### src/rtl/pcie_tag_arbiter.sv
`default_nettype none
// ============================================================================
//  Module   : pcie_tag_arbiter
//  Purpose  : Shares the PCIe read-request tag pool among REQ_CNT DMA read
//             requesters. Pops free tags from the allocator and grants them
//             round-robin. Caps outstanding tags per requester. Records tag
//             ownership so completions can be routed. Returns a tag to the
//             allocator on its last completion beat.
//  Ports    :
//    clk, rst          - clock, synchronous active-high reset
//    cfg_limit         - max outstanding tags per requester (0 blocks grants)
//    stop              - level, suppresses new grants
//    quiesced          - stopped with no tag outstanding (registered)
//    err_unexpected    - sticky, last completion for a non-outstanding tag
//    req_valid/req_ack - per-requester request / one-hot grant pulse
//    grant_tag         - tag granted alongside req_ack
//    t_core_ready      - allocator finished its initial fill
//    t_alloc_*         - allocator pop interface (valid/ready/data)
//    t_free_*          - tag return interface to the allocator
//    s_cpl_*           - completion beat stream (tag/last/valid/ready)
//    m_cpl_owner       - owner of s_cpl_tag, combinational lookup
//  Revision : 1.0 - initial release
// ============================================================================
module pcie_tag_arbiter #(
  parameter int PCIE_TAG_BITS = 5,
  parameter int REQ_CNT       = 4,
  parameter int REQ_BITS      = 2
) (
  input  logic                     clk,
  input  logic                     rst,
  input  logic [PCIE_TAG_BITS:0]   cfg_limit,
  input  logic                     stop,
  output logic                     quiesced,
  output logic                     err_unexpected,
  input  logic [REQ_CNT-1:0]       req_valid,
  output logic [REQ_CNT-1:0]       req_ack,
  output logic [PCIE_TAG_BITS-1:0] grant_tag,
  input  logic                     t_core_ready,
  input  logic [PCIE_TAG_BITS-1:0] t_alloc_data,
  input  logic                     t_alloc_valid,
  output logic                     t_alloc_ready,
  output logic [PCIE_TAG_BITS-1:0] t_free_data,
  output logic                     t_free_valid,
  input  logic                     t_free_ready,
  input  logic [PCIE_TAG_BITS-1:0] s_cpl_tag,
  input  logic                     s_cpl_last,
  input  logic                     s_cpl_valid,
  output logic                     s_cpl_ready,
  output logic [REQ_BITS-1:0]      m_cpl_owner
);

  localparam int NTAGS = 1 << PCIE_TAG_BITS;
  localparam int CW    = PCIE_TAG_BITS + 1;
  localparam logic [REQ_BITS:0]   REQ_CNT_W = (REQ_BITS+1)'(REQ_CNT);
  localparam logic [REQ_BITS-1:0] REQ_LAST  = REQ_BITS'(REQ_CNT - 1);

  typedef enum logic [1:0] {
    ST_INIT = 2'd0,
    ST_RUN  = 2'd1,
    ST_HOLD = 2'd2
  } state_t;

  state_t              state;
  logic [NTAGS-1:0]    busy;
  logic [REQ_BITS-1:0] owner [NTAGS];
  logic [CW-1:0]       cnt [REQ_CNT];
  logic [REQ_BITS-1:0] rr_ptr;

  // --------------------------------------------------------------------------
  // Arbitration
  // --------------------------------------------------------------------------
  logic [REQ_CNT-1:0]  elig;
  logic [REQ_BITS:0]   scan_idx;
  logic                found;
  logic [REQ_BITS-1:0] winner;
  logic                pop;
  logic [REQ_BITS-1:0] rr_next;
  logic [REQ_CNT-1:0]  win_onehot;

  // The ack term keeps a requester that is still holding req_valid in the
  // cycle its grant is presented from being granted a second time.
  always_comb begin
    elig = '0;
    for (int i = 0; i < REQ_CNT; i++) begin
      elig[i] = req_valid[i] & ~req_ack[i] & (cnt[i] < cfg_limit);
    end
  end

  // First eligible index at or after rr_ptr, wrapping modulo REQ_CNT.
  always_comb begin
    found    = 1'b0;
    winner   = '0;
    scan_idx = '0;
    for (int k = 0; k < REQ_CNT; k++) begin
      scan_idx = {1'b0, rr_ptr} + (REQ_BITS+1)'(k);
      if (scan_idx >= REQ_CNT_W) begin
        scan_idx = scan_idx - REQ_CNT_W;
      end
      if (!found && elig[scan_idx[REQ_BITS-1:0]]) begin
        found  = 1'b1;
        winner = scan_idx[REQ_BITS-1:0];
      end
    end
  end

  // stop is honoured combinationally so no pop happens in the cycle it rises.
  assign pop           = !rst && (state == ST_RUN) && !stop && t_alloc_valid && found;
  assign t_alloc_ready = pop;
  assign rr_next       = (winner == REQ_LAST) ? '0 : winner + 1'b1;
  assign win_onehot    = REQ_CNT'(1) << winner;

  // --------------------------------------------------------------------------
  // Completion routing and tag return
  // --------------------------------------------------------------------------
  logic                cpl_busy;
  logic                cpl_last_beat;
  logic                free_fire;
  logic                unexpected;
  logic [REQ_BITS-1:0] free_owner;
  logic [NTAGS-1:0]    busy_set;
  logic [NTAGS-1:0]    busy_clr;

  assign cpl_busy      = busy[s_cpl_tag];
  assign cpl_last_beat = s_cpl_valid && s_cpl_last;
  assign t_free_valid  = !rst && cpl_last_beat && cpl_busy;
  assign t_free_data   = s_cpl_tag;
  // Only a last beat for an outstanding tag can be back-pressured by the
  // allocator; everything else (data beats, stray last beats) is accepted.
  assign s_cpl_ready   = (s_cpl_last && cpl_busy) ? t_free_ready : 1'b1;
  assign free_fire     = t_free_valid && t_free_ready;
  assign unexpected    = cpl_last_beat && !cpl_busy;
  assign m_cpl_owner   = owner[s_cpl_tag];
  assign free_owner    = owner[s_cpl_tag];

  // An allocated tag is never busy, so set and clear never hit the same bit.
  assign busy_set = pop       ? (NTAGS'(1) << t_alloc_data) : '0;
  assign busy_clr = free_fire ? (NTAGS'(1) << s_cpl_tag)    : '0;

  // --------------------------------------------------------------------------
  // State machine, tag tables and registered outputs
  // --------------------------------------------------------------------------
  always_ff @(posedge clk) begin
    if (rst) begin
      state          <= ST_INIT;
      req_ack        <= '0;
      grant_tag      <= '0;
      quiesced       <= 1'b0;
      err_unexpected <= 1'b0;
      rr_ptr         <= '0;
      busy           <= '0;
      for (int t = 0; t < NTAGS; t++) begin
        owner[t] <= '0;
      end
      for (int i = 0; i < REQ_CNT; i++) begin
        cnt[i] <= '0;
      end
    end else begin
      case (state)
        ST_INIT: if (t_core_ready) state <= ST_RUN;
        ST_RUN:  if (stop)         state <= ST_HOLD;
        ST_HOLD: if (!stop)        state <= ST_RUN;
        default:                   state <= ST_INIT;
      endcase

      quiesced <= (state == ST_HOLD) && (busy == '0);

      if (pop) begin
        req_ack             <= win_onehot;
        grant_tag           <= t_alloc_data;
        owner[t_alloc_data] <= winner;
        rr_ptr              <= rr_next;
      end else begin
        req_ack <= '0;
      end

      busy <= (busy | busy_set) & ~busy_clr;

      // Alloc and free for the same requester in one cycle cancel out.
      for (int i = 0; i < REQ_CNT; i++) begin
        if ((pop && winner == REQ_BITS'(i)) && !(free_fire && free_owner == REQ_BITS'(i))) begin
          cnt[i] <= cnt[i] + 1'b1;
        end else if (!(pop && winner == REQ_BITS'(i)) && (free_fire && free_owner == REQ_BITS'(i))) begin
          cnt[i] <= cnt[i] - 1'b1;
        end
      end

      if (unexpected) begin
        err_unexpected <= 1'b1;
      end
    end
  end

endmodule
`default_nettype wire

### config.mk
export PLATFORM = sky130hd
export DESIGN_NAME = pcie_tag_arbiter
export DESIGN_NICKNAME = d
export VERILOG_FILES = /design/src/rtl/pcie_tag_arbiter.sv
export SDC_FILE = /design/constraint.sdc
export NUM_CORES = 1
export LEC_CHECK = 0
export ABC_AREA = 1
export CORE_MARGIN = 1.5
export CORE_UTILIZATION = 35
export DETAILED_ROUTE_END_ITERATION = 10
export PLACE_DENSITY = 0.53
export REMOVE_ABC_BUFFERS = 1
export SLEW_MARGIN = 20
export SYNTH_ARGS = -nofsm -noshare
export SYNTH_HDL_FRONTEND = slang
export SYNTH_SLANG_ARGS = --single-unit
export TNS_END_PERCENT = 100
### constraint.sdc
create_clock -name clk -period 4.84 [get_ports clk]
set_clock_uncertainty 0.05 [all_clocks]
set_input_delay 0.968 -clock clk [delete_from_list [all_inputs] [get_ports clk]]
set_output_delay 0.968 -clock clk [all_outputs]
set_load 0.02 [all_outputs]
Word-level counts from Yosys, hierarchy flattened
Memory sizes are Yosys's and may differ from the RTL's.
Cells that the tools add are included.
{ "classes": {"n_addsub": 16, "shift": 3, "bitwise": 24, "n_eq_ne": 11, "n_lt_le_gt_ge": 13, "mux": 74, "reduce_logical": 51} }
{ "ops": {"columns": ["op", "count"], "rows": [
  ["$mux 32", 2],
  ["$shl 1x5->32 const A", 2],
  ["$mux 6", 8],
  ["$mux 1", 44],
  ["$and 32x32->32", 1],
  ["$logic_not 32->1", 1],
  ["$not 32->32", 1],
  ["$or 32x32->32", 1],
  ["$logic_and 1x1->1", 30],
  ["$mux 2", 13],
  ["$add 6x1->6 const B", 4],
  ["$lt 6x6->1", 4],
  ["$sub 6x1->6 const B", 4],
  ["$logic_not 1->1", 14],
  ["$lt 2x3->1 const B", 4],
  ["$eq 2x2->1 const B", 5],
  ["$ge 3x3->1 const B", 3],
  ["$and 1x1->1", 8],
  ["$bmux 1 s2", 4],
  ["$or 1x1->1", 8],
  ["$sub 2x1->2 const B", 4],
  ["$add 2x2->3 const B", 2],
  ["$eq 2x1->1 const B", 3],
  ["$logic_not 2->1", 3],
  ["other kinds (12)", 19]
]} }
{ "word_totals": {"mem_count": 2, "wordCells": 201, "mem_bits_rw": 88, "input_bits": 28, "regBits": 47, "out_inout_bits": 21} }
{ "mem_list": {"columns": ["memory", "depth", "word_bits", "rd", "rd_ports_with_merged_regs", "write_ports", "line_no", "rtl"], "rows": [
  ["owner", 32, 2, 1, 0, 32, "65", "logic [REQ_BITS-1:0] owner [NTAGS];"],
  ["cnt", 4, 6, 4, 0, 4, "66", "logic [CW-1:0] cnt [REQ_CNT];"]
]} }

Logic depth before layout (Yosys ltp)
{ "depth": {"word_depth": 24, "mapped_depth": 30} }

Worst setup path after synthesis
Ideal clock, no wire load.
{ "synth_path": {"path_kind": "in2reg", "startpoint": "input port cfg_limit[3]", "endpoint": "memory cnt[0][5] (netlist bit), data pin", "cell_stages": 29, "arrival_time_ns": 4.387, "setup_time_ns": 0.249, "slack_ns": 0.154, "required_ns": 4.541, "path_cell_list": "inv_1 > ha_1 > nand2_1 > a21oi_1 > nor2_1 > nand3_1 > nand3_1 > nand2_1 > nand3_1 > o211ai_1 > nand3_1 > nand2_1 > inv_2 > buf_2 > ha_1 > nand3_1 > nand2_2 > inv_1 > ha_1 > a21oi_1 > nand2_1 > a21o_1 > a21oi_1 > xor2_1 > inv_1 > nand2_1 > nand2_1 > nand2_1 > inv_1"} }
{ "synth_lines": {"columns": ["item", "line_no", "rtl"], "rows": [
  ["from (decl)", "31", "input logic [PCIE_TAG_BITS:0] cfg_limit,"],
  ["to (decl)", "66", null]
]} }

Worst setup path after layout
{ "layout_path": {"startpoint": "input port cfg_limit[5]", "endpoint": "output port t_alloc_ready"} }
{ "layout_via": {"elab_chain_cells": 15} }
{ "layout_rtl": {"columns": ["item", "line_no", "rtl"], "rows": [
  ["$lt 6x6->1", "85", "elig[i] = req_valid[i] & ~req_ack[i] & (cnt[i] < cfg_limit);"],
  ["$and 1x1->1", "85", null],
  ["$bmux 1 s2", "99", "if (!found && elig[scan_idx[REQ_BITS-1:0]]) begin"],
  ["$mux 1 (implied by the code)", "99", null],
  ["$mux 1", "99", null],
  ["$logic_not 1->1", "99", null],
  ["$logic_and 1x1->1", "99", null],
  ["$mux 1", "99", null],
  ["$logic_not 1->1", "99", null],
  ["$logic_and 1x1->1", "99", null],
  ["$mux 1", "99", null],
  ["$logic_not 1->1", "99", null],
  ["$logic_and 1x1->1", "99", null],
  ["$mux 1 *", "99", null],
  ["$logic_and 1x1->1 *", "107", "assign pop = !rst && (state == ST_RUN) && !stop && t_alloc_valid && found;"],
  ["to (decl)", "41", "output logic t_alloc_ready,"]
]} }
Every way passes the cells marked *; elsewhere a longest branch is shown, timed or not. The select of a mux whose other input is x is not followed.

==> summary.md <==
Summed over all layers, the routed wires come to 23500 um. The die area is 23700 um2. After the last flow step, the layout net total stands at 1152. Summing the sequential cell areas from Yosys gives 45.0% of the chip area. VDD sags by at most 205 uV. The worst path arrival time is 3.56 ns, and the starting density of the core is 35.4%. After technology mapping, the gate count stands at 1009. The core region is 22500 um2. The count of different cell masters after synthesis came out at 34. The critical path contains buffers and inverters numbering 5 combined. The flip-flop and latch count after synthesis is 135.

The post-route setup TNS was 0 ns; the number of failing hold endpoints at the final stage was 0. After routing the design area is 9610 um2. The first detailed-routing pass took 5 iterations.

The tool flagged a number of max-cap violations equal to 0. For the pin with the worst max-slew slack, the measured transition is 0.846 ns. Yosys mapped a number of flops with a built-in enable equal to 88.

The area of placed instances is 8980 um2, and the highest fanout seen on the critical path is 6. The met3 track demand over resource in global routing is 4.62%. The height of the die is 154 um, and the first-pass GRT wire length is 36900 um. The logs give 4 for the maximum level of the CTS H-tree and 55 for the total number of placement rows. The clock-pin slew on the worst setup and hold paths was 0.06 ns. The total power density per cell area works out to 303 nW/um2. The routed design could run at a clock period as short as 4.57 ns. STA classifies the critical path endpoint as an output port. The met1 track demand over resource in global routing was 26.9%.

TritonCTS built the clock tree. The proportion of total power due to net switching was 28.2%. Worst hold-check path type: reg2reg. The number of placed instances, taps included, is 1349. The share of layout cells above drive strength 1 is 11.3%, and the clock network power share is 42.3%.

The largest stage delay on the critical path is 0.60 ns. In the routed design, unresolved DRC markers number 0. The detailed-route vias per instance is 5.14. The worst setup path is launched from a primary input. Port buffering added 48 buffers. The global-route usage over all layers was 20.6%; the total global routing overflow was 0. The tools report the final-report max-slew violation count as 0. The critical path required time is 3.82 ns, and the via count of the first global-routing pass is 6783. Walking the worst path, the cells encountered are clkdlybuf4s50_1, inv_2, ha_1, nand2_1, nand4_1, nor2_2, nand3_1, nand3_1, nand2_1, nand4_2, buf_4, nand2_4, inv_2, clkdlybuf4s50_1. For this design the total switching power over the nets is 822 uW. The routing layer with the top usage in global route was met2. For this design the top-level I/O count stands at 49. In this design, the largest share of critical-path delay is due to buffers and inverters. Clock net sink count: 135. Cell internal power was estimated by the tool at 2090 uW. The clock reaches the later pin of the worst-skew pair after 0.43 ns. Setup repair after global routing left no endpoint under its margin. The run gives 17 as the number of CTS-inserted buffers.

Global routing used 33.3% of the available met2 tracks. Measured against its own limit, the worst slew margin works out to 43.6%. The critical path in this run is classified as in2out. The leakage component of the power is 0.00395 uW, and the via total after detailed routing is 7093. The horizontal die dimension works out to 154 um. The tools report the sequential power share as 43.7%.

The initial antenna violation count was 0. The cell with the largest stage delay on the worst path is sky130_fd_sc_hd__clkdlybuf4s50_1. The congestion estimate from routability-driven global placement came to 0.898. The tools report the total of warnings raised by yosys as 0. Setup violations remaining at the end of the flow were counted as 0. The number of buffers inserted by post-CTS setup repair is 0. The maximum frequency from static timing analysis is 219 MHz. The tools report the clock tree root driver cell as sky130_fd_sc_hd__clkbuf_16. In the layout the commonest cells are sky130_fd_sc_hd__nand2_1, sky130_fd_sc_hd__nor2_1, sky130_fd_sc_hd__inv_1.

The flow ran to the end, and the final reports show no timing, DRC or antenna violations. The maximum clock path buffer count is 2, and the final HPWL from detailed placement is 17100 um. From synthesis to final layout, the design area changed by 20.6%. For the netlist area before placement, the log shows 7970 um2. Most used flip-flop cell after synthesis: sky130_fd_sc_hd__edfxtp_1. Number of standard cells in the final layout excluding fillers: 1381. The library cell used most frequently in the layout, excluding fill and tap cells, is sky130_fd_sc_hd__nand2_1.

The tools report the number of nets with antenna violations after routing as 0. After detailed routing, the average wire length per cell comes to 17.0 um. The share of power burned in combinational logic was 14.0%; the count of antenna diodes in the layout was 0. The final critical path takes up 94.5% of the cycle. For the first-iteration detailed-routing DRC count, the log shows 566.

The logs give 77 for the largest net degree at the start of global routing and 2292 for the final-layout fill cell count. The share of flip-flops with an asynchronous set or reset came out at 0%. After synthesis, the mean cell area works out to 7.89 um2.
-- tightest hold or removal path: stages, from the launching register on --
cell and delay (ns):
sky130_fd_sc_hd__dfxtp_1 0.32, sky130_fd_sc_hd__inv_1 0.05, sky130_fd_sc_hd__a21oi_1 0.05
-- layout make-up --
cell class	instances	area, um2	share of cell area (%)
inverters	119	447	4.65
flip-flops and latches	135	3580	37.3
multi-input cells	709	3750	39.1
well taps	285	357	3.71
repair buffers	101	916	9.53
clock buffers	20	458	4.77
clock inverters	12	91.3	0.951
-- state kept, by name, indices dropped and copies added (netlist names) --
signal	count
state	2
cnt	24
req_ack	4
busy	32
owner	64
rr_ptr	2
err_unexpected	1
grant_tag	5
quiesced	1
-- layer usage --
layer  share of wire (%)  wire [um]  vias up
met5                   0          0        -
met4                 2.9        680        0
met3                 5.9       1380       50
met2                  47      11100      214
met1                  44      10400     3306
li1                    -          -     3523
-- Yosys cell counts (2+ instances only) --
cell                       number  area share, %
sky130_fd_sc_hd__inv_2          6           0.28
sky130_fd_sc_hd__buf_4          7           0.66
sky130_fd_sc_hd__nor2_1       115            5.4
sky130_fd_sc_hd__nand3_2        4           0.50
sky130_fd_sc_hd__nor4_1         3           0.24
sky130_fd_sc_hd__nand2_1      221             10
sky130_fd_sc_hd__o21ai_1        4           0.25
sky130_fd_sc_hd__a21boi_1       4           0.38
sky130_fd_sc_hd__nand3_1       82            5.2
sky130_fd_sc_hd__ha_1          38            6.0
sky130_fd_sc_hd__o21ai_0       42            2.6
sky130_fd_sc_hd__a22oi_1        4           0.38
sky130_fd_sc_hd__buf_6          5           0.71
sky130_fd_sc_hd__inv_1        110            5.2
sky130_fd_sc_hd__buf_2         15           0.94
sky130_fd_sc_hd__xor2_1        13            1.4
sky130_fd_sc_hd__nand2_2        4           0.31
sky130_fd_sc_hd__clkinv_1       3           0.14
sky130_fd_sc_hd__edfxtp_1      88             33
sky130_fd_sc_hd__nor3_1        35            2.2
sky130_fd_sc_hd__a21oi_1       89            5.6
sky130_fd_sc_hd__clkbuf_1      19           0.90
sky130_fd_sc_hd__dfxtp_1       47             12
sky130_fd_sc_hd__nor2_4         4           0.57
sky130_fd_sc_hd__nand4_1       26            2.0
sky130_fd_sc_hd__fa_1           3           0.75
sky130_fd_sc_hd__xnor2_1        8           0.88
sky130_fd_sc_hd__nor2_2         2           0.16
sky130_fd_sc_hd__a21o_1         2           0.19
sky130_fd_sc_hd__nand4_2        2           0.31
-- stage by stage --
stage,power [uW],setup WS [ns],utilization [%],hold slack (ns)
after detailed placement,1700,-0.236,39.9,0.415
after floorplan,1500,-0.280,-,0.388
after CTS,2920,0.161,42.4,0.425
after global routing,3020,0.00178,42.7,0.440
final,2910,0.267,42.7,0.419
after global placement,1700,-0.127,39.9,0.410
-- power by group through the flow --
stage	logic [uW]	clock network (uW)	registers, uW
6_report	407	1230	1270
5_1_grt	450	1290	1280
4_1_cts	401	1240	1270
3_5_place_dp	399	0	1300
3_3_place_gp	398	0	1300
2_1_floorplan	210	0	1290
-- kinds of logic after synthesis --
family / count (synthesis) / share of synthesized area [%]
adder cells (fa/ha/maj): 41 / 6.72
AND/OR/NAND/NOR: 499 / 27.5
buffers and inverters: 165 / 8.81
flip-flops: 135 / 45.0
XOR/XNOR: 21 / 2.31
AO/OA/AOI/OAI: 148 / 9.71
-- final timing paths --
path	from	endpoint	slack, ns	cells past startpoint
worst min register to register	busy[2]$_SDFF_PP0_	busy[2]$_SDFF_PP0_	0.42	2
worst max register to register	cnt[0][21]$_DFFE_PP_	cnt[0][17]$_SDFFCE_PN0P_	0.95	26
worst min-delay path	busy[2]$_SDFF_PP0_	busy[2]$_SDFF_PP0_	0.42	2
worst max-delay path	cfg_limit[5]	t_alloc_ready	0.27	14
-- timing repair --
| action | CTS | global route |
|---|---|---|
| endpoints found under the setup margin | 0 | 5 |
| resized for setup | 0 | 17 |
| hold endpoints to repair | 0 | 0 |
| hold buffers | 0 | 0 |
No activity file was read; power rests on OpenSTA's default activity.
